**src/rtl/req_responder_if.sv**
```systemverilog
// Request/acknowledge bundle between an initiator (master) and req_responder (slave).
interface req_responder_if;
    logic [3:0] req;
    logic       cancel;
    logic       busy;
    logic [1:0] grant_idx;
    logic [3:0] ack;
    logic [3:0] pending;
    logic       overflow;

    modport master (output req, cancel, input busy, grant_idx, ack, pending, overflow);
    modport slave  (input req, cancel, output busy, grant_idx, ack, pending, overflow);
endinterface

```
**src/rtl/req_responder.sv**
```systemverilog
// Round-robin request responder: edge-latched pending, timed BUSY service, one-hot ack.
// Define RESP_ACK_HOLD_EN to hold ack until the granted req drops (4-phase handshake).

module req_lane (
    input  logic clk,
    input  logic rst_n,
    input  logic req,
    input  logic clr,
    output logic pending,
    output logic drop
);
    logic req_q;
    logic rise;

    assign rise = req & ~req_q;
    // A fresh edge wins over a same-cycle grant clear; only a stacked edge is lost.
    assign drop = rise & pending & ~clr;

    always_ff @(posedge clk or negedge rst_n) begin
        if (!rst_n) begin
            req_q   <= 1'b0;
            pending <= 1'b0;
        end else begin
            req_q   <= req;
            pending <= rise | (pending & ~clr);
        end
    end
endmodule

module req_responder #(
    parameter int SERVICE_CYCLES = 4,
    parameter int CNT_W          = 8
) (
    input logic            clk,
    input logic            rst_n,
    req_responder_if.slave bus
);
    localparam int NUM_CH = 4;
    localparam int SVC    = (SERVICE_CYCLES < 1) ? 1 : SERVICE_CYCLES;
    localparam logic [CNT_W-1:0] CNT_LOAD = CNT_W'(SVC - 1);

    typedef enum logic [1:0] {IDLE, BUSY, ACK} state_t;

    state_t              state;
    logic [CNT_W-1:0]    cnt;
    logic [1:0]          rr_ptr;
    logic [1:0]          winner;
    logic [1:0]          idx;
    logic                win_vld;
    logic [NUM_CH-1:0]   pend;
    logic [NUM_CH-1:0]   clr;
    logic [NUM_CH-1:0]   drop;
    logic                busy_r;
    logic [1:0]          grant_r;
    logic [NUM_CH-1:0]   ack_r;
    logic                ovf_r;

    for (genvar i = 0; i < NUM_CH; i++) begin : g_lane
        req_lane u_lane (
            .clk     (clk),
            .rst_n   (rst_n),
            .req     (bus.req[i]),
            .clr     (clr[i]),
            .pending (pend[i]),
            .drop    (drop[i])
        );
    end

    // Scan from the channel after the last winner so every requester gets a turn.
    always_comb begin
        win_vld = 1'b0;
        winner  = rr_ptr;
        idx     = rr_ptr;
        for (int k = 1; k <= NUM_CH; k++) begin
            idx = rr_ptr + 2'(k);
            if (!win_vld && pend[idx]) begin
                win_vld = 1'b1;
                winner  = idx;
            end
        end
    end

    assign clr = (state == IDLE && win_vld) ? (NUM_CH'(1) << winner) : '0;

    always_ff @(posedge clk or negedge rst_n) begin
        if (!rst_n) begin
            state   <= IDLE;
            cnt     <= '0;
            rr_ptr  <= 2'd3;
            busy_r  <= 1'b0;
            grant_r <= 2'd0;
            ack_r   <= '0;
            ovf_r   <= 1'b0;
        end else begin
            ovf_r <= ovf_r | (|drop);
            case (state)
                IDLE: begin
                    if (win_vld) begin
                        state   <= BUSY;
                        grant_r <= winner;
                        rr_ptr  <= winner;
                        cnt     <= CNT_LOAD;
                        busy_r  <= 1'b1;
                    end
                end
                BUSY: begin
                    if (bus.cancel) begin
                        state  <= IDLE;
                        busy_r <= 1'b0;
                    end else if (cnt == '0) begin
                        state <= ACK;
                        ack_r <= NUM_CH'(1) << grant_r;
                    end else begin
                        cnt <= cnt - CNT_W'(1);
                    end
                end
                ACK: begin
`ifdef RESP_ACK_HOLD_EN
                    if (!bus.req[grant_r]) begin
                        state  <= IDLE;
                        ack_r  <= '0;
                        busy_r <= 1'b0;
                    end
`else
                    state  <= IDLE;
                    ack_r  <= '0;
                    busy_r <= 1'b0;
`endif
                end
                default: begin
                    state  <= IDLE;
                    ack_r  <= '0;
                    busy_r <= 1'b0;
                end
            endcase
        end
    end

    assign bus.pending   = pend;
    assign bus.busy      = busy_r;
    assign bus.grant_idx = grant_r;
    assign bus.ack       = ack_r;
    assign bus.overflow  = ovf_r;
endmodule

```
**src/flat_wrapper.sv**
```systemverilog
// flat-port wrapper written by rule: the top's interface ports become plain ports
module req_responder_flat 
#(
    parameter int SERVICE_CYCLES = 4,
    parameter int CNT_W          = 8
)
  (clk, rst_n, bus_req, bus_cancel, bus_busy, bus_grant_idx, bus_ack, bus_pending, bus_overflow);
  req_responder_if bus_i ();
  input logic clk;
  input logic rst_n;
  input wire logic [$bits(bus_i.req)-1:0] bus_req;
  input wire logic [$bits(bus_i.cancel)-1:0] bus_cancel;
  output wire logic [$bits(bus_i.busy)-1:0] bus_busy;
  output wire logic [$bits(bus_i.grant_idx)-1:0] bus_grant_idx;
  output wire logic [$bits(bus_i.ack)-1:0] bus_ack;
  output wire logic [$bits(bus_i.pending)-1:0] bus_pending;
  output wire logic [$bits(bus_i.overflow)-1:0] bus_overflow;
  assign bus_i.req = bus_req;
  assign bus_i.cancel = bus_cancel;
  assign bus_busy = bus_i.busy;
  assign bus_grant_idx = bus_i.grant_idx;
  assign bus_ack = bus_i.ack;
  assign bus_pending = bus_i.pending;
  assign bus_overflow = bus_i.overflow;
  req_responder #(.SERVICE_CYCLES(SERVICE_CYCLES), .CNT_W(CNT_W)) u_core (.clk(clk), .rst_n(rst_n), .bus(bus_i));
endmodule
```
**config.mk**
```make
export PLATFORM = sky130hd
export DESIGN_NAME = req_responder_flat
export DESIGN_NICKNAME = d
export VERILOG_FILES = /design/src/rtl/req_responder_if.sv /design/src/rtl/req_responder.sv /design/src/flat_wrapper.sv
export SDC_FILE = /design/constraint.sdc
export NUM_CORES = 1
export LEC_CHECK = 0
export BUFFER_PORTS_ARGS = -buffer_cell sky130_fd_sc_hd__buf_2
export CAP_MARGIN = 10
export CELL_PAD_IN_SITES_DETAIL_PLACEMENT = 2
export CELL_PAD_IN_SITES_GLOBAL_PLACEMENT = 2
export CORE_UTILIZATION = 37
export CTS_BUF_LIST = sky130_fd_sc_hd__clkbuf_8
export CTS_CLUSTER_SIZE = 8
export DETAILED_ROUTE_END_ITERATION = 10
export PLACE_DENSITY = 0.84
export SETUP_SLACK_MARGIN = 0.15
export SLEW_MARGIN = 20
export SYNTH_ARGS = -nofsm -noshare
export SYNTH_HDL_FRONTEND = slang
export SYNTH_SLANG_ARGS = --single-unit
```
**constraint.sdc**
```tcl
create_clock -name clk -period 2 [get_ports clk]
set_input_delay 0.4 -clock clk [delete_from_list [all_inputs] [get_ports clk]]
set_output_delay 0.4 -clock clk [all_outputs]
set_load 0.05 [all_outputs]
```
==> metrics.log, run 1 <==
[metrics] run status: completed
[metrics] Vias: 1246
[metrics] number of buffers created by CTS: 3
[metrics] leading cell type in the layout, fill and taps excluded: sky130_fd_sc_hd__dfrtp_1
[metrics] Tightest Pin Transition: 0.6327 ns
[metrics] reported max-cap violation count: 0
[metrics] cell-by-cell listing of the critical path: inv_2, ha_4, nor3b_4, a211oi_4, o21ai_2, or4_4, a21oi_2
[metrics] number of buffers and inverters on the critical path: 1
[metrics] starting utilization of the core area: 40.02%
[metrics] synthesized area: 1378 µm²
[metrics] post-synthesis net count: 146
[metrics] clock tree from TritonCTS: yes
[metrics] start-to-end type of the worst setup path: flop to flop
[metrics] synthesized flop and latch total: 28
[metrics] slowest CP cell: sky130_fd_sc_hd__or4_4
[metrics] gate count after technology mapping: 137
[metrics] clock network latency to the later pin of the worst-skew pair: 0.29 ns
[metrics] chip width: 63.02 µm
[metrics] top-level I/O count: 19
[metrics] number of max-slew violations in the final report: 0
[metrics] Max Buffers Root-to-Sink: 2
[metrics] Power Dens Cells: 1762 nW/µm²
[metrics] commonest cells after routing, fill and taps aside: 24 x sky130_fd_sc_hd__dfrtp_1, 21 x sky130_fd_sc_hd__buf_4, 18 x sky130_fd_sc_hd__buf_2
[metrics] final HPWL from detailed placement: 2545 µm
[metrics] wire length reported by the detailed router: 4916 µm
[metrics] vias in the first global route: 1356
[metrics] leakage: 0.8293 nW
[metrics] f_max: 515.6 MHz
[metrics] type of element capturing the critical path: flop
[metrics] final weighted congestion in routability-driven placement: 0.8073
[metrics] Data required, critical path: 2.23 ns
[metrics] setup slack, reg-to-reg: 0.06 ns
[metrics] Reg clk slew, reported paths: 0.11 ns
[metrics] worst clock skew: 0.01861 ns
[metrics] relative area change from synthesis to final layout: 33.79%
[metrics] antenna violations before repair: 0
[metrics] Placeable Area: 3442 µm²
[metrics] cell type group with the largest total delay on the critical path: simple AND/OR/NAND/NOR gates
[metrics] non-filler instance count after layout: 220
[metrics] GRT Residual Overflow: 0
[metrics] Yosys warnings: 0
[metrics] global router's overall resource usage: 23.57%
[metrics] sequential-to-total area share from yosys stat: 51.04%
[metrics] Mapped Avg Cell Area: 10.06 µm²
[metrics] post-DR wirelength/cell: 22.35 µm
[metrics] arrival time of data at the critical path endpoint: 2.17 ns
[metrics] number of different library cells in the post-synthesis netlist: 39
[metrics] worst slew margin relative to its limit: 57.82%
[metrics] length of the first detailed-routing pass in iterations: 4
[metrics] peak ir drop on the vdd network: 0.0005010 V
[metrics] Max FO, Critical Path: 3
[metrics] number of port buffers: 18
[metrics] die height: 63.02 µm
[metrics] clk sinks: 28
[metrics] path type of the worst min-delay path: input pin to asynchronous set/reset pin
[metrics] total power: 3.247 mW
[metrics] stage delay of the slowest cell on the critical path: 0.50 ns
[metrics] site row count: 21
[metrics] root buf cell: sky130_fd_sc_hd__clkbuf_8
[metrics] fraction of the cycle the final worst path needs: 96.97%
[metrics] filler cell count: 346
[metrics] pin count of the biggest net entering global routing: 29
[metrics] drt first-iter violations: 77
[metrics] CTS H-tree depth: 1
[metrics] final count of negative-setup-slack endpoints: 0
[metrics] die area: 3971 µm²
[metrics] via density per instance: 5.664
[metrics] Post-Place Cells: 202
[metrics] fraction of final layout cells with drive strength greater than 1: 41.95%
[metrics] unrepaired setup endpoints after global routing: yes
[metrics] post-layout minimum cycle time: 1.939 ns
[metrics] CP Launch Type: flop
[metrics] # diodes: 0
[metrics] number of nets in the layout: 184
[metrics] remaining antenna violation count after routing: 0
[metrics] Hold Vio Cnt, Final: 0
[metrics] Remaining DRCs: 0
[metrics] wire length of the first global-routing pass: 7093 µm
-- synth_stat cells --
master,number,area (µm²)
sky130_fd_sc_hd__dfrtp_1,26,650.6
sky130_fd_sc_hd__a211oi_1,1,7.510
sky130_fd_sc_hd__nor3_1,5,25.02
sky130_fd_sc_hd__and3_1,1,6.260
sky130_fd_sc_hd__nor3_2,1,10.01
sky130_fd_sc_hd__buf_1,1,3.750
sky130_fd_sc_hd__dfstp_2,2,52.55
sky130_fd_sc_hd__nor4_2,1,12.51
sky130_fd_sc_hd__nor2_1,8,30.03
sky130_fd_sc_hd__o2111ai_1,2,17.52
sky130_fd_sc_hd__buf_2,1,5.000
sky130_fd_sc_hd__or2_2,1,6.260
sky130_fd_sc_hd__nand3_1,1,5.000
sky130_fd_sc_hd__a21boi_0,1,7.510
sky130_fd_sc_hd__or4_1,1,7.510
sky130_fd_sc_hd__inv_1,10,37.54
sky130_fd_sc_hd__a211oi_4,1,20.02
sky130_fd_sc_hd__nand2_1,12,45.04
sky130_fd_sc_hd__or4b_4,1,13.76
sky130_fd_sc_hd__o31ai_1,4,30.03
sky130_fd_sc_hd__o21ai_0,11,55.05
sky130_fd_sc_hd__and2_2,1,7.510
sky130_fd_sc_hd__xor2_1,5,43.79
sky130_fd_sc_hd__o21ai_1,1,5.000
sky130_fd_sc_hd__nor4_1,2,12.51
sky130_fd_sc_hd__ha_1,2,25.02
sky130_fd_sc_hd__a31oi_1,2,12.51
sky130_fd_sc_hd__nand2b_1,4,25.02
sky130_fd_sc_hd__nor2b_1,2,12.51
sky130_fd_sc_hd__nor3b_1,2,15.01
sky130_fd_sc_hd__a31o_2,1,8.760
sky130_fd_sc_hd__o41ai_1,2,17.52
sky130_fd_sc_hd__buf_4,4,30.03
sky130_fd_sc_hd__o211ai_1,3,22.52
sky130_fd_sc_hd__nand3b_1,2,15.01
sky130_fd_sc_hd__clkbuf_2,1,5.000
sky130_fd_sc_hd__a21oi_1,5,25.02
sky130_fd_sc_hd__o21ai_2,1,8.760
sky130_fd_sc_hd__o21a_1,5,37.54
-- timing repair --
item	CTS	global route
hold buffers	0	0
setup buffers	6	8
endpoints found under the setup margin	13	15
pin swaps	2	15
gates resized for setup	5	24
-- state kept, by name (all words and copies together) (netlist names) --
name / count
u_core.rr_ptr: 2
u_core.bus.grant_idx: 2
u_core.bus.busy: 1
u_core.bus.ack: 4
u_core.g_lane.u_lane.pending: 4
u_core.cnt: 8
u_core.g_lane.u_lane.req_q: 4
u_core.bus.overflow: 1
u_core.state: 2
-- cell type report --
type,instances,area [µm²],share of cell area [%]
clock buffers,3,41.29,2.240
clock inverters,1,30.03,1.629
inverters,10,37.54,2.037
multi-input cells,92,711.9,38.63
flip-flops and latches,28,705.7,38.29
well taps,46,57.56,3.123
repair buffers,40,259.0,14.05
-- report_power, final --
part | switching (mW) | internal [mW] | total, mW
Combinational | 1.12 | 0.676 | 1.80
Clock | 0.195 | 0.269 | 0.463
Sequential | 0.235 | 0.751 | 0.987
-- path summary, 6_finish.rpt --
path / cells after the start / end / from
max in group asynchronous: 1 / u_core.cnt[1] / rst_n
min in group clk: 1 / u_core.g_lane[0].u_lane.req_q / bus_req[0]
hold / removal: 1 / u_core.bus.ack[2] / rst_n
setup / recovery: 7 / u_core.cnt[4] / u_core.cnt[0]
hold reg to reg: 1 / u_core.g_lane[2].u_lane.pending / u_core.g_lane[2].u_lane.req_q
setup reg to reg: 7 / u_core.cnt[4] / u_core.cnt[0]
-- kinds of logic after synthesis --
logic type,after synthesis,synth area share (%)
and+or+nand+nor,45,18.07
AOI/OAI and AO/OA,40,19.98
DFF,28,51.04
buffers and inverters,17,5.903
xor gates and xnor gates,5,3.179
adders and majority gates,2,1.816
-- per-stage QoR --
stage	cell area (µm²)	util (%)	TNS [ns]	setup WS, ns	hold WS, ns
after floorplan	1378	-	0	0.1808	0.1044
after global placement	1541	44.78	0	0.1256	0.4236
after detailed placement	1541	44.78	-0.02392	-0.02392	0.4463
after CTS	1685	48.96	0	0.09872	0.1450
after global routing	1843	53.54	-0.01154	-0.007304	0.1632
final	1843	53.54	0	0.06062	0.1146
-- per-layer routing --
layer | vias up | track usage [%] | wire length, µm
li1 | 559 | - | -
met1 | 651 | 28.74 | 2171
met2 | 30 | 42.20 | 2557
met3 | 6 | 3.102 | 121
met4 | 0 | 7.849 | 65
met5 | - | 0 | 0
Power figures use the tool's default switching activity.
==> run 2, diff against run 1 <==
--- a/config.mk
+++ b/config.mk
@@ -5,15 +5,15 @@
 export SDC_FILE = /design/constraint.sdc
 export NUM_CORES = 1
 export LEC_CHECK = 0
+export ABC_AREA = 0
 export BUFFER_PORTS_ARGS = -buffer_cell sky130_fd_sc_hd__buf_2
 export CAP_MARGIN = 10
 export CELL_PAD_IN_SITES_DETAIL_PLACEMENT = 2
 export CELL_PAD_IN_SITES_GLOBAL_PLACEMENT = 2
-export CORE_UTILIZATION = 37
-export CTS_BUF_LIST = sky130_fd_sc_hd__clkbuf_8
+export CORE_UTILIZATION = 35
 export CTS_CLUSTER_SIZE = 8
 export DETAILED_ROUTE_END_ITERATION = 10
-export PLACE_DENSITY = 0.84
+export PLACE_DENSITY = 0.81
 export SETUP_SLACK_MARGIN = 0.15
 export SLEW_MARGIN = 20
 export SYNTH_ARGS = -nofsm -noshare
==> constraint.sdc (replaced) <==
create_clock -name clk -period 1.8 [get_ports clk]
set_input_delay 0.36 -clock clk [delete_from_list [all_inputs] [get_ports clk]]
set_output_delay 0.36 -clock clk [all_outputs]
set_load 0.05 [all_outputs]
==> run 2 against run 1 <==
The run now ends with negative setup slack left. Power is 31% higher. Routed wire length is 29% higher. Combinational power is 54% higher. Die area is 5.5% higher. Register-to-register slack worse by 0.31 ns. Final cell count is 9.5% higher. Sequential cell count stayed put. Critical path depth is 4 higher. Hold slack worse by 0.036 ns. Non-clock buffer count is 19 higher. Sequential power is 9% higher. Critical path type unchanged.
==> metrics.log, run 2 (same netlist as run 1, synthesis figures left out) <==
[metrics] final count of negative-setup-slack endpoints: 12 (+12)
[metrics] die area: 4191 µm² (+5.5%)
[metrics] proportion of total power due to net switching: 49.58% (+1.8 points)
[metrics] die height: 64.74 µm (+2.7%)
[metrics] Hold Vio Cnt, Final: 0 (unchanged)
[metrics] part of the total power dissipated in the clock network: 9.5% (-4.8 points)
[metrics] Vias: 1328 (+6.6%)
[metrics] fraction of final layout cells with drive strength greater than 1: 56.99% (+15 points)
[metrics] start-to-end type of the worst setup path: flop to flop
[metrics] number of gates on the worst path with buffers counted: 11 (+4)
[metrics] fraction of power consumed by sequential logic: 25.3% (-5.1 points)
[metrics] CP Launch Type: flop
[metrics] Placeable Area: 3716 µm² (+8.0%)
[metrics] max reg flops: 8 (unchanged)
[metrics] global router's overall resource usage: 27.83% (+4.3 points)
[metrics] Crit Reg-Reg Startpoint: u_core.cnt[1]
[metrics] Remaining DRCs: 0 (unchanged)
[metrics] path type of the worst min-delay path: input pin to asynchronous set/reset pin
[metrics] pin count of the biggest net entering global routing: 29 (unchanged)
[metrics] cell repeated most along the worst path: sky130_fd_sc_hd__buf_6
[metrics] worst slew margin relative to its limit: 58.60% (+0.78 points)
[metrics] Power Dens Cells: 2007 nW/µm² (+14%)
[metrics] final HPWL from detailed placement: 3026 µm (+19%)
[metrics] post-DR wirelength/cell: 26.36 µm (+18%)
[metrics] clock tree from TritonCTS: yes
[metrics] number of buffers and inverters on the critical path: 5 (+4)
[metrics] reported max-cap violation count: 0 (unchanged)
[metrics] Post-Place Cells: 217 (+7.4%)
[metrics] top register by number of flip-flops: u_core.cnt
[metrics] remaining antenna violation count after routing: 0 (unchanged)
[metrics] slowest CP cell: sky130_fd_sc_hd__dfrtp_1
[metrics] sum of negative setup slack: -1.321 ns (-1.321 ns)
[metrics] Data required, critical path: 1.97 ns (-0.26 ns)
[metrics] relative area change from synthesis to final layout: 54.13%
[metrics] timing startpoint of the critical path: u_core.cnt[1]
[metrics] sw power: 2.112 mW (+36%)
[metrics] length of the first detailed-routing pass in iterations: 4 (unchanged)
[metrics] f_max: 487.4 MHz (-5.5%)
[metrics] cell-by-cell listing of the critical path: inv_2, ha_4, nor3b_4, buf_6, a211oi_4, buf_4, buf_6, buf_6, or2_4, o21ai_2, nand2_1
[metrics] Max FO, Critical Path: 5 (+2)
[metrics] top-level I/O count: 19 (unchanged)
[metrics] non-filler instance count after layout: 241 (+9.5%)
[metrics] starting utilization of the core area: 37.07% (-3.0 points)
[metrics] Max Buffers Root-to-Sink: 2 (unchanged)
[metrics] fraction of the cycle the final worst path needs: 114.0% (+17 points)
[metrics] final weighted congestion in routability-driven placement: 0.7534 (-6.7%)
[metrics] peak ir drop on the vdd network: 0.0009049 V (+81%)
[metrics] root buf cell: sky130_fd_sc_hd__clkbuf_8
[metrics] violations in the final reports: negative setup slack
[metrics] vias in the first global route: 1532 (+13%)
[metrics] GRT Residual Overflow: 0 (unchanged)
[metrics] wire length of the first global-routing pass: 8349 µm (+18%)
[metrics] run status: complete, but fails checks
[metrics] number of nets in the layout: 203 (+10%)
[metrics] chip width: 64.74 µm (+2.7%)
[metrics] commonest cells after routing, fill and taps aside: 29 x sky130_fd_sc_hd__buf_4, 26 x sky130_fd_sc_hd__dfrtp_1, 18 x sky130_fd_sc_hd__buf_2
[metrics] logic gate share of total power: 65.2% (+9.9 points)
[metrics] clk sinks: 28 (unchanged)
[metrics] wire length reported by the detailed router: 6353 µm (+29%)
[metrics] leakage: 0.9621 nW (+16%)
[metrics] post-layout minimum cycle time: 2.052 ns (+0.1125 ns)
[metrics] Reg clk slew, reported paths: 0.10 ns (about the same)
[metrics] design internal power: 2.148 mW (+27%)
[metrics] Tightest Pin Transition: 0.6210 ns (-0.01165 ns)
[metrics] via density per instance: 5.510 (-2.7%)
[metrics] arrival time of data at the critical path endpoint: 2.22 ns (+0.05 ns)
[metrics] final-layout worst hold slack: 0.07848 ns (-0.03607 ns)
[metrics] worst clock skew: 0.005786 ns (-0.01283 ns)
[metrics] drt first-iter violations: 69 (-10%)
[metrics] type of element capturing the critical path: flop
[metrics] site row count: 22 (+4.8%)
[metrics] number of port buffers: 18 (unchanged)
[metrics] stage delay of the slowest cell on the critical path: 0.44 ns (-0.06 ns)
[metrics] unrepaired setup endpoints after global routing: yes
[metrics] fin util: 57.14% (+3.6 points)
[metrics] number of buffers created by CTS: 3 (unchanged)
[metrics] # diodes: 0 (unchanged)
[metrics] Final Worst Setup Slack: -0.2518 ns (-0.3125 ns)
[metrics] antenna violations before repair: 0 (unchanged)
[metrics] CTS H-tree depth: 1 (unchanged)
[metrics] number of max-slew violations in the final report: 0 (unchanged)
[metrics] cell type group with the largest total delay on the critical path: buffers and inverters
[metrics] number of cell instances on the worst register-to-register path: 11 (+4)
[metrics] leading cell type in the layout, fill and taps excluded: sky130_fd_sc_hd__buf_4
[metrics] clock network latency to the later pin of the worst-skew pair: 0.29 ns (about the same)
[run 2: metrics by stage]
stage	setup slack [ns]	instance area, µm²	total power, mW
after global placement	-0.01402	1648	2.620
final	-0.2518	2123	4.260
after CTS	-0.08558	1879	3.513
after global routing	-0.2713	2123	4.420
after floorplan	0.01075	1393	2.135
after detailed placement	-0.1266	1648	2.758
[run 2: path summary, 6_finish.rpt]
check	end	slack, ns
max reg2reg	u_core.cnt[1]	-0.25
max	u_core.cnt[1]	-0.25
min in group clk	u_core.g_lane[0].u_lane.req_q	0.20
min	u_core.bus.ack[3]	0.08
max in group asynchronous	u_core.bus.grant_idx[0]	1.32
min reg2reg	u_core.bus.ack[1]	0.52
[run 2: power groups by stage]
stage                     registers, mW  logic [mW]  clock network (mW)
after floorplan                    1.23       0.909                   0
after global routing               1.09        2.90               0.433
after global placement            0.990        1.63                   0
after detailed placement           1.01        1.75                   0
final                              1.08        2.78               0.405
after CTS                          1.00        2.09               0.425
[run 2: per-layer routing]
| layer | vias up | share of wire (%) | global-route usage [%] |
|---|---|---|---|
| met5 | - | 0 | 0 |
| met4 | 0 | 2.6 | 13.06 |
| met3 | 15 | 2.5 | 3.521 |
| met2 | 31 | 51 | 50.78 |
| met1 | 689 | 44 | 31.74 |
| li1 | 593 | - | - |
[run 2: area by class of cell]
cell class | instances | area [µm²]
Inverter | 10 | 40.04
Timing Repair Buffer | 59 | 442.9
Clock buffer | 4 | 55.05
Multi-Input combinational cell | 92 | 822.0
Fill cell | 366 | 1593
Sequential cell | 28 | 703.2
Tap cell | 48 | 60.06
[run 2: what timing repair did]
| item | in CTS | in global routing |
|---|---|---|
| buffers inserted | 13 | 7 |
| hold buffers | 0 | 0 |
| setup endpoints to repair | 15 | 22 |
| gates cloned | 0 | 0 |
| pin swaps | 8 | 13 |
| endpoints found under the hold margin | 0 | 0 |
| resized for setup | 27 | 43 |
